## src/rtl/wb_ps2.sv

```systemverilog
// PS/2 receiver with Wishbone DATA/STATUS registers, receive FIFO and level irq.
// Optional build macro PS2_PARITY_CHECK_EN enables odd-parity checking (perr).
module wb_ps2 #(
  parameter int FIFO_DEPTH = 16,
  parameter int TIMEOUT    = 200000,
  parameter int FILTER_LEN = 8
) (
  input  logic        clk_i,
  input  logic        rst_i,
  input  logic        cyc_i,
  input  logic        stb_i,
  input  logic        we_i,
  input  logic        adr_i,
  input  logic [3:0]  sel_i,
  input  logic [31:0] dat_i,
  output logic        ack_o,
  output logic [31:0] dat_o,
  output logic        irq,
  input  logic        ps2_clk,
  input  logic        ps2_dat
);
  localparam int AW = (FIFO_DEPTH > 1) ? $clog2(FIFO_DEPTH) : 1;
  localparam int CW = AW + 1;
  localparam int TW = $clog2(TIMEOUT + 1);
  localparam int FW = (FILTER_LEN > 1) ? $clog2(FILTER_LEN + 1) : 1;
  localparam logic [TW-1:0] TO_LAST = TW'(TIMEOUT - 1);
  localparam logic [FW-1:0] FL_LAST = FW'(FILTER_LEN - 1);
  localparam logic [CW-1:0] DEPTH_C = CW'(FIFO_DEPTH);

  typedef enum logic [1:0] {S_IDLE, S_DATA, S_PARITY, S_STOP} state_e;

  state_e        state_q, state_d;
  logic          clk_s1_q, clk_s1_d, clk_s2_q, clk_s2_d;
  logic          dat_s1_q, dat_s1_d, dat_s2_q, dat_s2_d;
  logic          filt_q, filt_d;
  logic [FW-1:0] fcnt_q, fcnt_d;
  logic [TW-1:0] timer_q, timer_d;
  logic [2:0]    bitn_q, bitn_d;
  logic [7:0]    shreg_q, shreg_d;
  logic          par_q, par_d;
  logic          push_q, push_d;
  logic [AW-1:0] wr_ptr_q, wr_ptr_d, rd_ptr_q, rd_ptr_d;
  logic [CW-1:0] count_q, count_d;
  logic          ovr_q, ovr_d, perr_q, perr_d, ferr_q, ferr_d;
  logic          irq_en_q, irq_en_d, irq_q, irq_d, ack_q, ack_d;
  logic [31:0]   dat_q, dat_d;
  logic [7:0]    mem [FIFO_DEPTH];

  logic          sample, parity_bad, ferr_set, perr_set;
  logic          req, pop, do_push, full, nempty;
  logic [2:0]    clr;
  logic [8:0]    cnt9;
  logic [7:0]    cnt8;
  logic [31:0]   status;
  logic          unused_ok;

`ifdef PS2_PARITY_CHECK_EN
  assign parity_bad = ~^{shreg_q, par_q};
`else
  assign parity_bad = 1'b0;
`endif
  assign unused_ok = ^{dat_i[31:9], dat_i[7:5], dat_i[1:0], sel_i[3:2], par_q};

  always_comb begin
    clk_s1_d = ps2_clk;
    clk_s2_d = clk_s1_q;
    dat_s1_d = ps2_dat;
    dat_s2_d = dat_s1_q;
    filt_d   = filt_q;
    fcnt_d   = '0;
    // the filtered level flips on the FILTER_LEN-th consecutive differing sample
    if (clk_s2_q != filt_q) begin
      if (fcnt_q == FL_LAST) filt_d = clk_s2_q;
      else                   fcnt_d = fcnt_q + 1'b1;
    end
    sample = filt_q & ~filt_d;

    state_d  = state_q;
    bitn_d   = bitn_q;
    shreg_d  = shreg_q;
    par_d    = par_q;
    push_d   = 1'b0;
    ferr_set = 1'b0;
    perr_set = 1'b0;
    if (state_q == S_IDLE || sample) timer_d = '0;
    else                             timer_d = timer_q + 1'b1;

    case (state_q)
      S_IDLE: if (sample && !dat_s2_q) begin
        state_d = S_DATA;
        bitn_d  = '0;
      end
      S_DATA: if (sample) begin
        shreg_d = {dat_s2_q, shreg_q[7:1]};
        bitn_d  = bitn_q + 1'b1;
        if (bitn_q == 3'd7) state_d = S_PARITY;
      end
      S_PARITY: if (sample) begin
        par_d   = dat_s2_q;
        state_d = S_STOP;
      end
      S_STOP: if (sample) begin
        state_d = S_IDLE;
        if (!dat_s2_q)       ferr_set = 1'b1;
        else if (parity_bad) perr_set = 1'b1;
        else                 push_d   = 1'b1;
      end
      default: state_d = S_IDLE;
    endcase
    if (state_q != S_IDLE && !sample && timer_q == TO_LAST) begin
      state_d  = S_IDLE;
      ferr_set = 1'b1;
    end

    full   = (count_q == DEPTH_C);
    nempty = (count_q != '0);
    cnt9   = 9'(count_q);
    cnt8   = cnt9[8] ? 8'hFF : cnt9[7:0];
    status = {8'd0, cnt8, 7'd0, irq_en_q, 3'd0, ferr_q, perr_q, ovr_q, full, nempty};

    req      = cyc_i & stb_i & ~ack_q;
    ack_d    = req;
    dat_d    = '0;
    pop      = 1'b0;
    irq_en_d = irq_en_q;
    clr      = '0;
    if (req && !we_i) begin
      if (adr_i)       dat_d = status;
      else if (nempty) dat_d = {24'd0, mem[rd_ptr_q]};
      pop = ~adr_i & nempty;
    end
    if (req && we_i && adr_i && (sel_i[1] | sel_i[0])) begin
      irq_en_d = dat_i[8];
      clr      = dat_i[4:2];
    end

    // a pop in the same cycle frees the slot, so a push on full still lands
    do_push  = push_q & (~full | pop);
    ovr_d    = (ovr_q  & ~clr[0]) | (push_q & full & ~pop);
    perr_d   = (perr_q & ~clr[1]) | perr_set;
    ferr_d   = (ferr_q & ~clr[2]) | ferr_set;
    wr_ptr_d = do_push ? wr_ptr_q + 1'b1 : wr_ptr_q;
    rd_ptr_d = pop ? rd_ptr_q + 1'b1 : rd_ptr_q;
    count_d  = count_q;
    if (do_push && !pop)      count_d = count_q + 1'b1;
    else if (!do_push && pop) count_d = count_q - 1'b1;
    irq_d = irq_en_q & nempty;
  end

  always_ff @(posedge clk_i) begin
    if (do_push) mem[wr_ptr_q] <= shreg_q;
  end

  always_ff @(posedge clk_i) begin
    if (rst_i) begin
      state_q  <= S_IDLE;
      clk_s1_q <= 1'b1;
      clk_s2_q <= 1'b1;
      dat_s1_q <= 1'b1;
      dat_s2_q <= 1'b1;
      filt_q   <= 1'b1;
      fcnt_q   <= '0;
      timer_q  <= '0;
      bitn_q   <= '0;
      shreg_q  <= '0;
      par_q    <= 1'b0;
      push_q   <= 1'b0;
      wr_ptr_q <= '0;
      rd_ptr_q <= '0;
      count_q  <= '0;
      ovr_q    <= 1'b0;
      perr_q   <= 1'b0;
      ferr_q   <= 1'b0;
      irq_en_q <= 1'b0;
      irq_q    <= 1'b0;
      ack_q    <= 1'b0;
      dat_q    <= '0;
    end else begin
      state_q  <= state_d;
      clk_s1_q <= clk_s1_d;
      clk_s2_q <= clk_s2_d;
      dat_s1_q <= dat_s1_d;
      dat_s2_q <= dat_s2_d;
      filt_q   <= filt_d;
      fcnt_q   <= fcnt_d;
      timer_q  <= timer_d;
      bitn_q   <= bitn_d;
      shreg_q  <= shreg_d;
      par_q    <= par_d;
      push_q   <= push_d;
      wr_ptr_q <= wr_ptr_d;
      rd_ptr_q <= rd_ptr_d;
      count_q  <= count_d;
      ovr_q    <= ovr_d;
      perr_q   <= perr_d;
      ferr_q   <= ferr_d;
      irq_en_q <= irq_en_d;
      irq_q    <= irq_d;
      ack_q    <= ack_d;
      dat_q    <= dat_d;
    end
  end

  assign ack_o = ack_q;
  assign dat_o = dat_q;
  assign irq   = irq_q;
endmodule

```

## config.mk

```make
export PLATFORM = sky130hd
export DESIGN_NAME = wb_ps2
export DESIGN_NICKNAME = d
export VERILOG_FILES = /design/src/rtl/wb_ps2.sv
export SDC_FILE = /design/constraint.sdc
export NUM_CORES = 1
export LEC_CHECK = 0
export ABC_AREA = 1
export CELL_PAD_IN_SITES_DETAIL_PLACEMENT = 1
export CELL_PAD_IN_SITES_GLOBAL_PLACEMENT = 2
export CORE_AREA = 2 2 121 211
export DETAILED_ROUTE_END_ITERATION = 7
export DIE_AREA = 0 0 123 213
export PLACE_DENSITY_LB_ADDON = 0.1
export SLEW_MARGIN = 30
export SYNTH_ARGS = -nofsm -noshare
export SYNTH_HDL_FRONTEND = slang
export SYNTH_SLANG_ARGS = --single-unit
```

## constraint.sdc

```tcl
create_clock -name clk_i -period 3.5 [get_ports clk_i]
set_clock_uncertainty 0.15 [all_clocks]
set_input_delay 0.7 -clock clk_i [delete_from_list [all_inputs] [get_ports clk_i]]
set_output_delay 0.7 -clock clk_i [all_outputs]
set_load 0.01 [all_outputs]
```

## Yosys cells after proc, flatten, opt, wreduce, memory -nomap -nowiden

Memory sizes are Yosys's and may differ from the RTL's. A register that Yosys moved wholly into a read port is not among the register bits.
Index checks and enable logic that the tools add are counted.

- Bits in read-only memories: 0
- Memories kept: 1
- Bits in writable memories: 128
- Output and inout bits: 34
- Register bits after elaboration: 92
- Bits in latches: 0

Memory list:

| memory | depth | width | read ports | clocked after Yosys merged registers in | wr ports | RTL line | source |
|---|---|---|---|---|---|---|---|
| mem | 16 | 8 | 1 | 1 | 1 | 47 | `logic [7:0] mem [FIFO_DEPTH];` |

- Bitwise gates (word level): 28
- Multipliers: 0
- Order comparisons: 0
- Reductions and logical operators: 30
- Shift-type cells: 0
- Divide/modulo/power cells: 0
- Multiplexer cells: 26
- Add/sub/neg operators: 7
- Equal/unequal tests: 13

Operator list:

| cell | count |
|---|---|
| two-way mux 21 bit | 1 |
| adder 18 x 1 -> 18 bit, second input constant | 1 |
| == test 18 bit, second input constant | 1 |
| inverter 1 bit | 13 |
| adder 4 x 1 -> 4 bit, second input constant | 3 |
| AND 1 bit | 11 |
| two-way mux 1 bit | 10 |
| two-way mux 2 bit | 5 |
| two-way mux 5 bit | 2 |
| logical AND 1 bit | 9 |
| two-way mux 3 bit | 3 |
| OR reduction 3 bit | 3 |
| two-way mux 4 bit | 2 |
| two-way mux 8 bit | 1 |
| != test 2 bit, second input constant | 4 |
| case mux 2 bit (4 select lines) | 1 |
| case mux 3 bit (2 select lines) | 1 |
| nonzero test 2 bit | 3 |
| OR reduction 2 bit | 3 |
| adder 5 x 1 -> 5 bit, second input constant | 1 |
| == test 5 bit, second input constant | 1 |
| zero test 1 bit | 5 |
| AND reduction 5 bit | 1 |
| nonzero test 5 bit | 1 |
| 14 further kinds | 18 |

## Depth between registers and ports, before layout

Gate-level depths: netlist (run 1).

- Word-level depth: 10
- Depth in mapped cells: 16
- Mapped depth without buffers: 16

## Worst setup path before layout (run 1)

Ideal clock, no wire load.

- Path kind: input port to flip-flop
- Start: in cyc_i
- End: reg count_q[3]
- Arrival time: 2,461 ps
- Stages: 14
- Slack: 773 ps
- Buffers on the path: 0
- Data required time: 3,235 ps
- Cells stage by stage: nand3_2 nor2_2 nand3_4 nand2_4 nand2_4 inv_6 ha_1 inv_1 ha_1 a21oi_1 nand2_1 xor2_1 o21ai_0 inv_1

- Longest elaborated chain between the ends: 9
- Elaborated cells on any way between the ends: 12
- Classes of those cells: mux (2); bitwise (4); reduce/logical (6)

Ends and longest elaborated chain:

| item | RTL line | source |
|---|---|---|
| from (decl) | 10 | `input logic cyc_i,` |
| AND 1 bit (*) (2 in series) | 121 | `req = cyc_i & stb_i & ~ack_q;` |
| logical AND 1 bit (*) | 127 | `if (req && !we_i) begin` |
| two-way mux 1 bit (*) | 127 |  |
| bitwise OR 1 bit (*) | 138 | `do_push = push_q & (~full \| pop);` |
| AND 1 bit (*) | 138 |  |
| via do_push | 50 | `logic req, pop, do_push, full, nempty;` |
| zero test 1 bit | 146 | `else if (!do_push && pop) count_d = count_q - 1'b1;` |
| logical AND 1 bit | 146 |  |
| nonzero test 2 bit (no source line) | - |  |
| to (signal assigned) | 193 | `count_q <= count_d;` |
| to (decl) | 43 | `logic [CW-1:0] count_q, count_d;` |

Mark *: on every way through the listed nets, which the timed path passes. The rest lies on a longest branch.
A chain may end at the register's enable or synchronous reset.

## Worst setup path in the final report (run 1)

- Start: in stb_i
- End: reg count_q[3]

- Longest elaborated chain between the ends: 9
- Elaborated cells on any way between the ends: 12
- Classes of those cells: mux (2); bitwise (4); reduce/logical (6)

Ends and longest elaborated chain:

| item | RTL line | source |
|---|---|---|
| from (decl) | 11 | `input logic stb_i,` |
| AND 1 bit (*) (2 in series) | 121 |  |
| logical AND 1 bit (*) | 127 |  |
| two-way mux 1 bit (*) | 127 |  |
| bitwise OR 1 bit (*) | 138 |  |
| AND 1 bit (*) | 138 |  |
| via do_push | 50 |  |
| zero test 1 bit | 146 |  |
| logical AND 1 bit | 146 |  |
| nonzero test 2 bit (no source line) | - |  |

Marks and branches as above.

==> flow_metrics.env, run 1 <==
export IMPL_status="complete, no violations"
export IMPL_initial_core_util_pct=36.6
export IMPL_firstDrtPassIters=4
export IMPL_drive_gt1_share_pct=8.75
export IMPL_setup_tns_ps=0
export IMPL_gp_congestion=0.743
export IMPL_root_buffer="clkbuf_16"
export IMPL_finalSetupViolations=0
export IMPL_leakage_nw=4.07
export IMPL_cts_tree="yes"
export IMPL_cts_buffers=21
export IMPL_synth_most_common_cell="nand2_1"
export IMPL_diodes=0
export IMPL_postCtsHoldBufs=0
export IMPL_critPathRequiredTime_ps=3750
export IMPL_netlist_area_leader_share_pct=42.8
export IMPL_drt_initial_drc_count=277
export IMPL_cts_htree_levels=1
export IMPL_drt_wl_total_um=21800
export IMPL_fp_dieW_um=123
export IMPL_insertion_delay_ps=510
export IMPL_post_cts_buffers=0
export IMPL_ys_flop_type="edfxtp_1"
export IMPL_cts_sinks=206
export IMPL_die_y_um=213
export IMPL_criticalPathCategory="in2reg"
export IMPL_power_density_nw_per_um2=466
export IMPL_vdd_ir_drop_max_uv=308
export IMPL_maxSlewViolCount=0
export IMPL_worst_slew_pin_slew_ps=854
export IMPL_slew_headroom_pct=43.0
export IMPL_synth_seq_cells=206
export IMPL_ys_top_cells_by_area="edfxtp_1, dfxtp_1, nand2_1, nor2_1, nand3_1"
export IMPL_ys_types=39
export IMPL_grt_pass1_wl_um=35100
export IMPL_via_per_inst=4.78
export IMPL_nNetsFinal=1041
export IMPL_hp_class="reg2reg"
export IMPL_cap_violations=0
export IMPL_grt_usage_pct=17.6
export IMPL_core_um2=24500
export IMPL_grt_pass1_vias=6581
export IMPL_synth_warnings=0
export IMPL_rows=76
export IMPL_vias=6245
export IMPL_fill_cells=2862
export IMPL_synth_top_cell_by_area="edfxtp_1"
export IMPL_syn_area_um2=8970
export IMPL_synth_top_cells_by_count="nand2_1, edfxtp_1, nor2_1"
export IMPL_avgSynthCellArea_um2=9.59
export IMPL_antenna_left=0
export IMPL_ys_async_sr_fraction_pct=0
export IMPL_wl_per_cell_um=16.7
export IMPL_port_buffers=29
export IMPL_antenna_found_initial=0
export IMPL_multi_input_area_um2=2950
export IMPL_arrival_ps=3040
export IMPL_ys_seq_area_share_pct=60.3
export IMPL_die_area_um2=26200
export IMPL_max_freq_mhz=357
export IMPL_hold_viol=0
export IMPL_min_period_ps=2800
export IMPL_start_kind="primary input"
export IMPL_syn_inst=935
export IMPL_cts_resized_gates=0
export IMPL_dp_hpwl_um=14800
export IMPL_synth_edf_count=128
export IMPL_endpoint_kind="flip-flop"
export IMPL_drc=0
export IMPL_grt_max_degree=70
export IMPL_post_route_period_util_pct=79.9
export IMPL_grt_overflow=0
export IMPL_fin_total_pwr_w=0.00475
export IMPL_register_area_um2=5410
export IMPL_ios=78
export IMPL_worst_path_max_fanout=5
export IMPL_clockBufferDepth=3
export IMPL_area_growth_pct=13.8
export IMPL_rsz0062_at_grt="false"
export IMPL_cts_clk_slew_worst_paths_ps=60
-- worst paths after layout --
check	startpoint	to	slack, ps	cells after the start
setup / recovery	stb_i	count_q[3]	700	15
setup reg to reg	count_q[1]	count_q[3]	900	14
hold reg to reg	dat_s1_q	dat_s2_q	260	1
hold / removal	dat_s1_q	dat_s2_q	260	1
-- state kept, by name, summed over array words and instances, names as in the netlist, 3 cells and up, named ones only --
name	cells
bitn_q	3
mem	128
count_q	5
dat_o	14
rd_ptr_q	4
fcnt_q	4
wr_ptr_q	4
shreg_q	8
timer_q	18
-- report_power, final --
group	internal (W)	leakage, nW	switching (W)	total (W)
clock network	0.00118	0.306	0.000940	0.00212
registers	0.00255	2.12	0.00000391	0.00256
logic	0.0000298	1.65	0.0000468	0.0000766
total	0.00376	4.07	0.000990	0.00475
-- cell usage in the layout (no fill, tap or decap), types with 5 or more instances in the layout --
cell,n
o21ai_0,42
clkdlybuf4s50_1,29
xor2_1,7
o21ai_1,5
o211ai_1,7
dfxtp_1,77
clkbuf_16,21
nand3_1,80
buf_4,22
conb_1,18
nor2_1,127
nand4_1,7
nand2_1,207
ha_1,17
nor3_1,7
nand2_4,6
a21oi_1,45
edfxtp_1,128
or2_2,5
inv_1,87
-- kinds of logic (layout without fill, tap and decap cells) --
| kind of cell | after synthesis | after routing | synth area share [%] |
|---|---|---|---|
| and+or+nand+nor | 461 | 461 | 22.7 |
| DFF | 206 | 206 | 60.3 |
| buffers and inverters | 139 | 181 | 7.57 |
| AOI/OAI and AO/OA | 101 | 101 | 5.97 |
| adders and majority gates | 18 | 18 | 2.59 |
| xor gates and xnor gates | 9 | 9 | 0.879 |
| other | 1 | 18 | 0.0418 |
-- layer usage --
metal / global-route usage [%] / part of all wire (%) / up-vias
met5: 0 / 0 / -
met4: 5.76 / 2.4 / 0
met3: 1.90 / 2.5 / 33
met2: 35.1 / 57 / 76
met1: 18.6 / 38 / 3012
li1: - / - / 3124
-- stage by stage --
step	worst slack [ps]	std cells	instance area [µm²]	util (%)	hold WS, ps
after global routing	506	1306	10200	41.6	271
after CTS	684	1306	10200	41.6	262
after floorplan	773	952	9030	-	239
after global placement	222	1268	9570	39.0	241
after detailed placement	185	1268	9570	39.0	245
final	702	1306	10200	41.6	261
-- critical path: stages --
cell and delay [ps]:
clkdlybuf4s50_1 470, nand3_2 100, nor2_2 170, nand3_4 100, nand2_4 100, nand2_4 70, inv_6 60, ha_1 200
inv_1 110, ha_1 360, a21oi_1 170, nand2_1 90, xor2_1 140, o21ai_0 140, inv_1 50
-- layout make-up --
class                      instances  share of cell area (%)
sequential                       206                    52.9
multi-input combinational        607                    28.9
clock buffer                      24                    5.26
timing repair buffer              52                    4.66
tap                              312                    3.82
inverter                          91                    3.44
clock inverter                    14                   0.992
Power figures use the tool's default switching activity.
==> inputs of run 2 (changes only) <==
==> constraint.sdc (replaced) <==
create_clock -name clk_i -period 2.62 [get_ports clk_i]
set_clock_uncertainty 0.15 [all_clocks]
set_input_delay 0.524 -clock clk_i [delete_from_list [all_inputs] [get_ports clk_i]]
set_output_delay 0.524 -clock clk_i [all_outputs]
set_load 0.01 [all_outputs]
==> run 2 against run 1 <==
  * Register-to-register slack lost 770 ps
  * Flip-flop and latch count unchanged
  * Design area rose by 1.9%
  * Non-clock buffer count increased by 25
  * Wire length increased by 2.0%
  * Via count increased by 2.5%
  * Critical path type unchanged
  * Critical endpoint is now count_q[4]
==> flow_metrics.env, run 2 (synthesis results as in run 1) <==
export IMPL_status="complete, no violations"
export IMPL_max_freq_mhz=397
export IMPL_post_route_period_util_pct=96.2
export IMPL_worst_slew_pin_slew_ps=734
export IMPL_start_kind="primary input"
export IMPL_endpoint_kind="flip-flop"
export IMPL_root_buffer="clkbuf_16"
export IMPL_ios=78
export IMPL_wl_per_cell_um=16.7
export IMPL_antenna_found_initial=0
export IMPL_finalSetupViolations=0
export IMPL_power_density_nw_per_um2=603
export IMPL_fin_total_pwr_w=0.00628
export IMPL_whs_ps=258
export IMPL_insertion_delay_ps=510
export IMPL_maxSlewViolCount=0
export IMPL_die_y_um=213
export IMPL_nNetsFinal=1066
export IMPL_antenna_left=0
export IMPL_hp_class="reg2reg"
export IMPL_firstDrtPassIters=4
export IMPL_cts_buffers=21
export IMPL_regMostFlops="mem"
export IMPL_drt_wl_total_um=22200
export IMPL_clockBufferDepth=3
export IMPL_cap_violations=0
export IMPL_postCtsHoldBufs=0
export IMPL_drive_gt1_share_pct=11.1
export IMPL_final_common_cell="nand2_1"
export IMPL_area_growth_pct=16.0
export IMPL_port_buffers=29
export IMPL_gp_congestion=0.744
export IMPL_grt_pass1_vias=6724
export IMPL_cts_htree_levels=1
export IMPL_die_area_um2=26200
export IMPL_critPathRequiredTime_ps=2900
export IMPL_vdd_ir_drop_max_uv=467
export IMPL_place_ws_ps=-432
export IMPL_min_period_ps=2520
export IMPL_cts_tree="yes"
export IMPL_layout_common_cells="nand2_1, edfxtp_1, nor2_1"
export IMPL_criticalPathCategory="in2reg"
export IMPL_vias=6402
export IMPL_grt_usage_pct=17.9
export IMPL_drc=0
export IMPL_leakage_nw=4.19
export IMPL_cts_clk_slew_worst_paths_ps=60
export IMPL_dp_hpwl_um=15500
export IMPL_rows=76
export IMPL_slew_headroom_pct=51.0
export IMPL_core_um2=24500
export IMPL_hold_viol=0
export IMPL_largest_reg_flops=128
export IMPL_arrival_ps=2810
export IMPL_worst_slack_ps=99.2
export IMPL_cts_sinks=206
export IMPL_via_per_inst=4.81
export IMPL_grt_overflow=0
export IMPL_diodes=0
export IMPL_drt_initial_drc_count=402
export IMPL_grt_max_degree=60
export IMPL_worst_path_max_fanout=3
export IMPL_initial_core_util_pct=36.6
export IMPL_fp_dieW_um=123
export IMPL_grt_pass1_wl_um=35700
## run 2: changes by cell type in the layout (fill, tap and decap cells not counted), sizes merged
cell | previous run | this run
inv | 93 | 92
clkinv | 7 | 5
bufinv | 1 | 0
clkinvlp | 4 | 2
clkbuf | 24 | 30
buf | 23 | 48
## run 2: cell type report
cell class,instances,area [µm²]
Fill cell,2803,14100
Timing Repair Buffer,77,663
Clock buffer,30,573
Inverter,91,352
Clock inverter,8,43.8
Sequential cell,206,5410
Multi-Input combinational cell,607,2980
Tap cell,312,390
## run 2: final timing paths
| check | cells past startpoint | start | to | slack (ps) |
|---|---|---|---|---|
| max | 14 | stb_i | count_q[4] | 100 |
| min | 1 | dat_s1_q | dat_s2_q | 260 |
| max reg2reg | 15 | count_q[2] | count_q[4] | 130 |
| min reg2reg | 1 | dat_s1_q | dat_s2_q | 260 |
## run 2: through the flow
stage | instances | utilization, % | TNS [ps] | instance area, µm²
floorplan | 952 | - | 0 | 9030
global placement | 1291 | 39.7 | -1160 | 9750
detailed placement | 1291 | 39.7 | -1690 | 9750
CTS | 1329 | 42.2 | 0 | 10400
global route | 1331 | 42.4 | -17.9 | 10400
finish | 1331 | 42.4 | 0 | 10400
## run 2: repair_timing
item	in CTS	in global routing
setup endpoints to repair	0	2
resized for setup	0	6
setup buffers	0	2
## run 2: worst max-delay path: stages
cell,delay (ps)
clkdlybuf4s50_1,470
nand3_2,110
nor2_4,150
nand3_4,90
buf_4,140
ha_1,200
buf_4,150
fa_1,380
nand3b_1,190
nand2_1,80
o21ai_0,90
nand2_1,70
nand2_1,50
a21oi_1,110
## run 2: power breakdown
group | leakage, nW | switching, W | total (W) | internal, W
registers | 2.12 | 0.00000539 | 0.00342 | 0.00341
logic | 1.77 | 0.0000643 | 0.000109 | 0.0000450
clock network | 0.298 | 0.00123 | 0.00276 | 0.00153
## run 2: routing by layer
| metal | share of wire (%) | global-route usage [%] | up-vias | wire [µm] |
|---|---|---|---|---|
| met3 | 2.6 | 2.14 | 37 | 573 |
| met2 | 57 | 35.0 | 73 | 12600 |
| met5 | 0 | 0 | - | 0 |
| met4 | 3.0 | 6.43 | 0 | 665 |
| met1 | 38 | 19.1 | 3116 | 8410 |
| li1 | - | - | 3176 | - |
==> inputs of run 3 (changes only) <==
--- a/config.mk
+++ b/config.mk
@@ -5,12 +5,11 @@
 export SDC_FILE = /design/constraint.sdc
 export NUM_CORES = 1
 export LEC_CHECK = 0
-export ABC_AREA = 1
 export CELL_PAD_IN_SITES_DETAIL_PLACEMENT = 1
 export CELL_PAD_IN_SITES_GLOBAL_PLACEMENT = 2
-export CORE_AREA = 2 2 121 211
+export CORE_AREA = 2 2 112 195
 export DETAILED_ROUTE_END_ITERATION = 7
-export DIE_AREA = 0 0 123 213
+export DIE_AREA = 0 0 114 197
 export PLACE_DENSITY_LB_ADDON = 0.1
 export SLEW_MARGIN = 30
 export SYNTH_ARGS = -nofsm -noshare
==> run 3 against run 2 <==
  * Synthesized cell count decreased by 37%
  * Global-route usage decreased by 0.42 points
  * First-iteration DRC count decreased by 31%
  * Hold slack improved by 3.4 ps
  * Flip-flop and latch count unchanged
  * Sequential share of layout area increased by 2.7 points
  * Critical path type unchanged
  * Sequential power about the same
  * Largest power group unchanged
  * Synthesized area decreased by 6.7%
  * Final cell count decreased by 30%
==> flow_metrics.env, run 3 <==
export IMPL_fin_total_pwr_w=0.00630
export IMPL_post_route_period_util_pct=99.9
export IMPL_die_y_um=197
export IMPL_min_period_ps=2620
export IMPL_root_buffer="clkbuf_16"
export IMPL_layout_common_cells="edfxtp_1, nor2_1, dfxtp_1"
export IMPL_ys_flop_type="edfxtp_1"
export IMPL_firstDrtPassIters=4
export IMPL_ys_seq_area_share_pct=64.6
export IMPL_criticalPathCategory="in2reg"
export IMPL_maxSlewViolCount=0
export IMPL_whs_ps=262
export IMPL_min_from="clk_s1_q"
export IMPL_grt_pass1_vias=5308
export IMPL_start_kind="primary input"
export IMPL_status="complete, no violations"
export IMPL_grt_usage_pct=17.4
export IMPL_syn_inst=587
export IMPL_cts_sinks=206
export IMPL_cts_clk_slew_worst_paths_ps=60
export IMPL_stdcell_count=934
export IMPL_arrival_ps=2840
export IMPL_synth_seq_cells=206
export IMPL_antenna_found_initial=0
export IMPL_largest_reg_flops=128
export IMPL_regToRegEndpoint="count_q[4]"
export IMPL_fill_cells=2162
export IMPL_hold_viol=0
export IMPL_power_density_nw_per_um2=637
export IMPL_ys_top_cells_by_area="edfxtp_1, dfxtp_1, mux4_2, nor2_1, mux4_1"
export IMPL_diodes=0
export IMPL_hp_class="reg2reg"
export IMPL_synth_top_cell_by_area="edfxtp_1"
export IMPL_cts_htree_levels=1
export IMPL_ios=78
export IMPL_final_common_cell="edfxtp_1"
export IMPL_place_area_um2=9250
export IMPL_reg2reg_slack_ps=10
export IMPL_ys_types=56
export IMPL_cap_violations=0
export IMPL_drt_initial_drc_count=279
export IMPL_avgSynthCellArea_um2=14.3
export IMPL_synth_most_common_cell="edfxtp_1"
export IMPL_core_um2=20800
export IMPL_drt_wl_total_um=18900
export IMPL_grt_max_degree=31
export IMPL_die_area_um2=22500
export IMPL_place_inst=896
export IMPL_area_growth_pct=18.1
export IMPL_grt_pass1_wl_um=29800
export IMPL_syn_area_um2=8370
export IMPL_max_freq_mhz=382
export IMPL_synth_warnings=0
export IMPL_hold_path_depth=1
export IMPL_rsz0062_at_grt="true"
export IMPL_via_per_inst=5.17
export IMPL_cts_tree="yes"
export IMPL_drc=0
export IMPL_synth_edf_count=128
export IMPL_vdd_ir_drop_max_uv=602
export IMPL_rows=70
export IMPL_cpMaxStageDelayCell="clkdlybuf4s50_1"
export IMPL_vias=4828
export IMPL_initial_core_util_pct=40.2
export IMPL_clockBufferDepth=3
export IMPL_wl_per_cell_um=20.2
export IMPL_ys_async_sr_fraction_pct=0
export IMPL_worst_path_max_fanout=4
export IMPL_nNetsFinal=731
export IMPL_antenna_left=0
export IMPL_netlist_area_leader_share_pct=45.9
export IMPL_gp_congestion=0.744
export IMPL_final_cell_area_um2=9890
export IMPL_fp_dieW_um=114
export IMPL_dp_hpwl_um=13700
export IMPL_leakage_nw=3.42
export IMPL_insertion_delay_ps=490
export IMPL_drive_gt1_share_pct=19.1
export IMPL_cts_buffers=19
export IMPL_grt_overflow=0
export IMPL_path_cells="clkdlybuf4s50_1, o211ai_2, and2_4, ha_4, fa_2, inv_1, a21o_1, a21oi_2, mux2i_1, mux2_2"
export IMPL_regMostFlops="mem"
export IMPL_regToRegStartpoint="count_q[0]"
export IMPL_synth_top_cells_by_count="edfxtp_1, nor2_1, dfxtp_1"
export IMPL_slew_headroom_pct=50.8
export IMPL_worst_slew_pin_slew_ps=738
export IMPL_port_buffers=29
export IMPL_slowest_delay_ps=590
export IMPL_reg2regPathDepth=10
export IMPL_holdPathEnd="clk_s2_q"
export IMPL_finalSetupViolations=0
export IMPL_setup_tns_ps=0
export IMPL_critPathRequiredTime_ps=2840
export IMPL_endpoint_kind="flip-flop"
[run 3: changes by cell type after synthesis, sizes merged, moves of 9 or more]
cell,previous run,this run
nor2,133,79
xor2,7,16
nand2,216,23
nand3,85,21
mux2i,0,21
o21ai,48,5
a21oi,45,19
xnor2,2,11
mux4,0,32
buf,41,32
inv,91,17
[run 3: what timing repair did]
action | CTS | global route
endpoints found under the setup margin | 2 | 2
setup buffers | 2 | 2
gates resized for setup | 6 | 2
pin swaps | 3 | 5
hold buffers | 0 | 0
[run 3: cell families (layout without fill, tap and decap cells)]
group | after synthesis | count (layout) | synth area share, %
other | 1 | 18 | 0.0448
AO/OA/AOI/OAI | 44 | 44 | 3.56
flip-flops | 206 | 206 | 64.6
XOR/XNOR | 27 | 27 | 2.83
adder cells (fa/ha/maj) | 18 | 18 | 2.78
multiplexers | 54 | 54 | 11.7
buffers and inverters | 57 | 135 | 3.92
AND/OR/NAND/NOR | 180 | 180 | 10.6
[run 3: where the power goes]
| part | switching [W] | total [W] | internal (W) |
|---|---|---|---|
| clock | 0.00120 | 0.00267 | 0.00148 |
| sequential | 0.0000131 | 0.00343 | 0.00342 |
| combinational | 0.000123 | 0.000197 | 0.0000739 |
[run 3: stage by stage]
stage               worst slack [ps]  util [%]
global route                    -105      47.4
detailed placement              -626      44.4
global placement                -549      44.4
finish                          3.78      47.4
CTS                             2.70      47.3
floorplan                       -133         -
[run 3: per-layer routing]
layer / part of all wire (%) / track usage, % / routed length [µm]
met4: 2.6 / 5.15 / 500
met3: 2.8 / 2.12 / 532
met1: 36 / 18.2 / 6890
met5: 0 / 0 / 0
met2: 58 / 35.2 / 11000
[run 3: how the worst max path moves through the flow]
stage                    start         end  slack [ps]  depth (start not counted)
global placement         cyc_i  count_q[4]        -550                         11
global route        count_q[0]  count_q[4]        -110                         10
finish                   adr_i  count_q[4]           4                         10
floorplan                 we_i  count_q[4]        -130                         11
CTS                 count_q[0]  count_q[4]           3                         10
detailed placement       cyc_i  count_q[4]        -630                         11
[run 3: cell type report]
cell class,count,area [µm²],area share (%)
flip-flops and latches,206,5410,54.7
clock inverters,10,90.1,0.911
well taps,252,315,3.19
multi-input cells,341,2760,27.9
repair buffers,84,741,7.49
clock buffers,24,504,5.10
inverters,17,66.3,0.671
[run 3: worst max-delay path: cells and delay by family]
kind                     cells  cell delay, ps
AO/OA/AOI/OAI                3             560
adder cells (fa/ha/maj)      2             380
buffers and inverters        2             630
multiplexers                 2             550
AND/OR/NAND/NOR              1             190
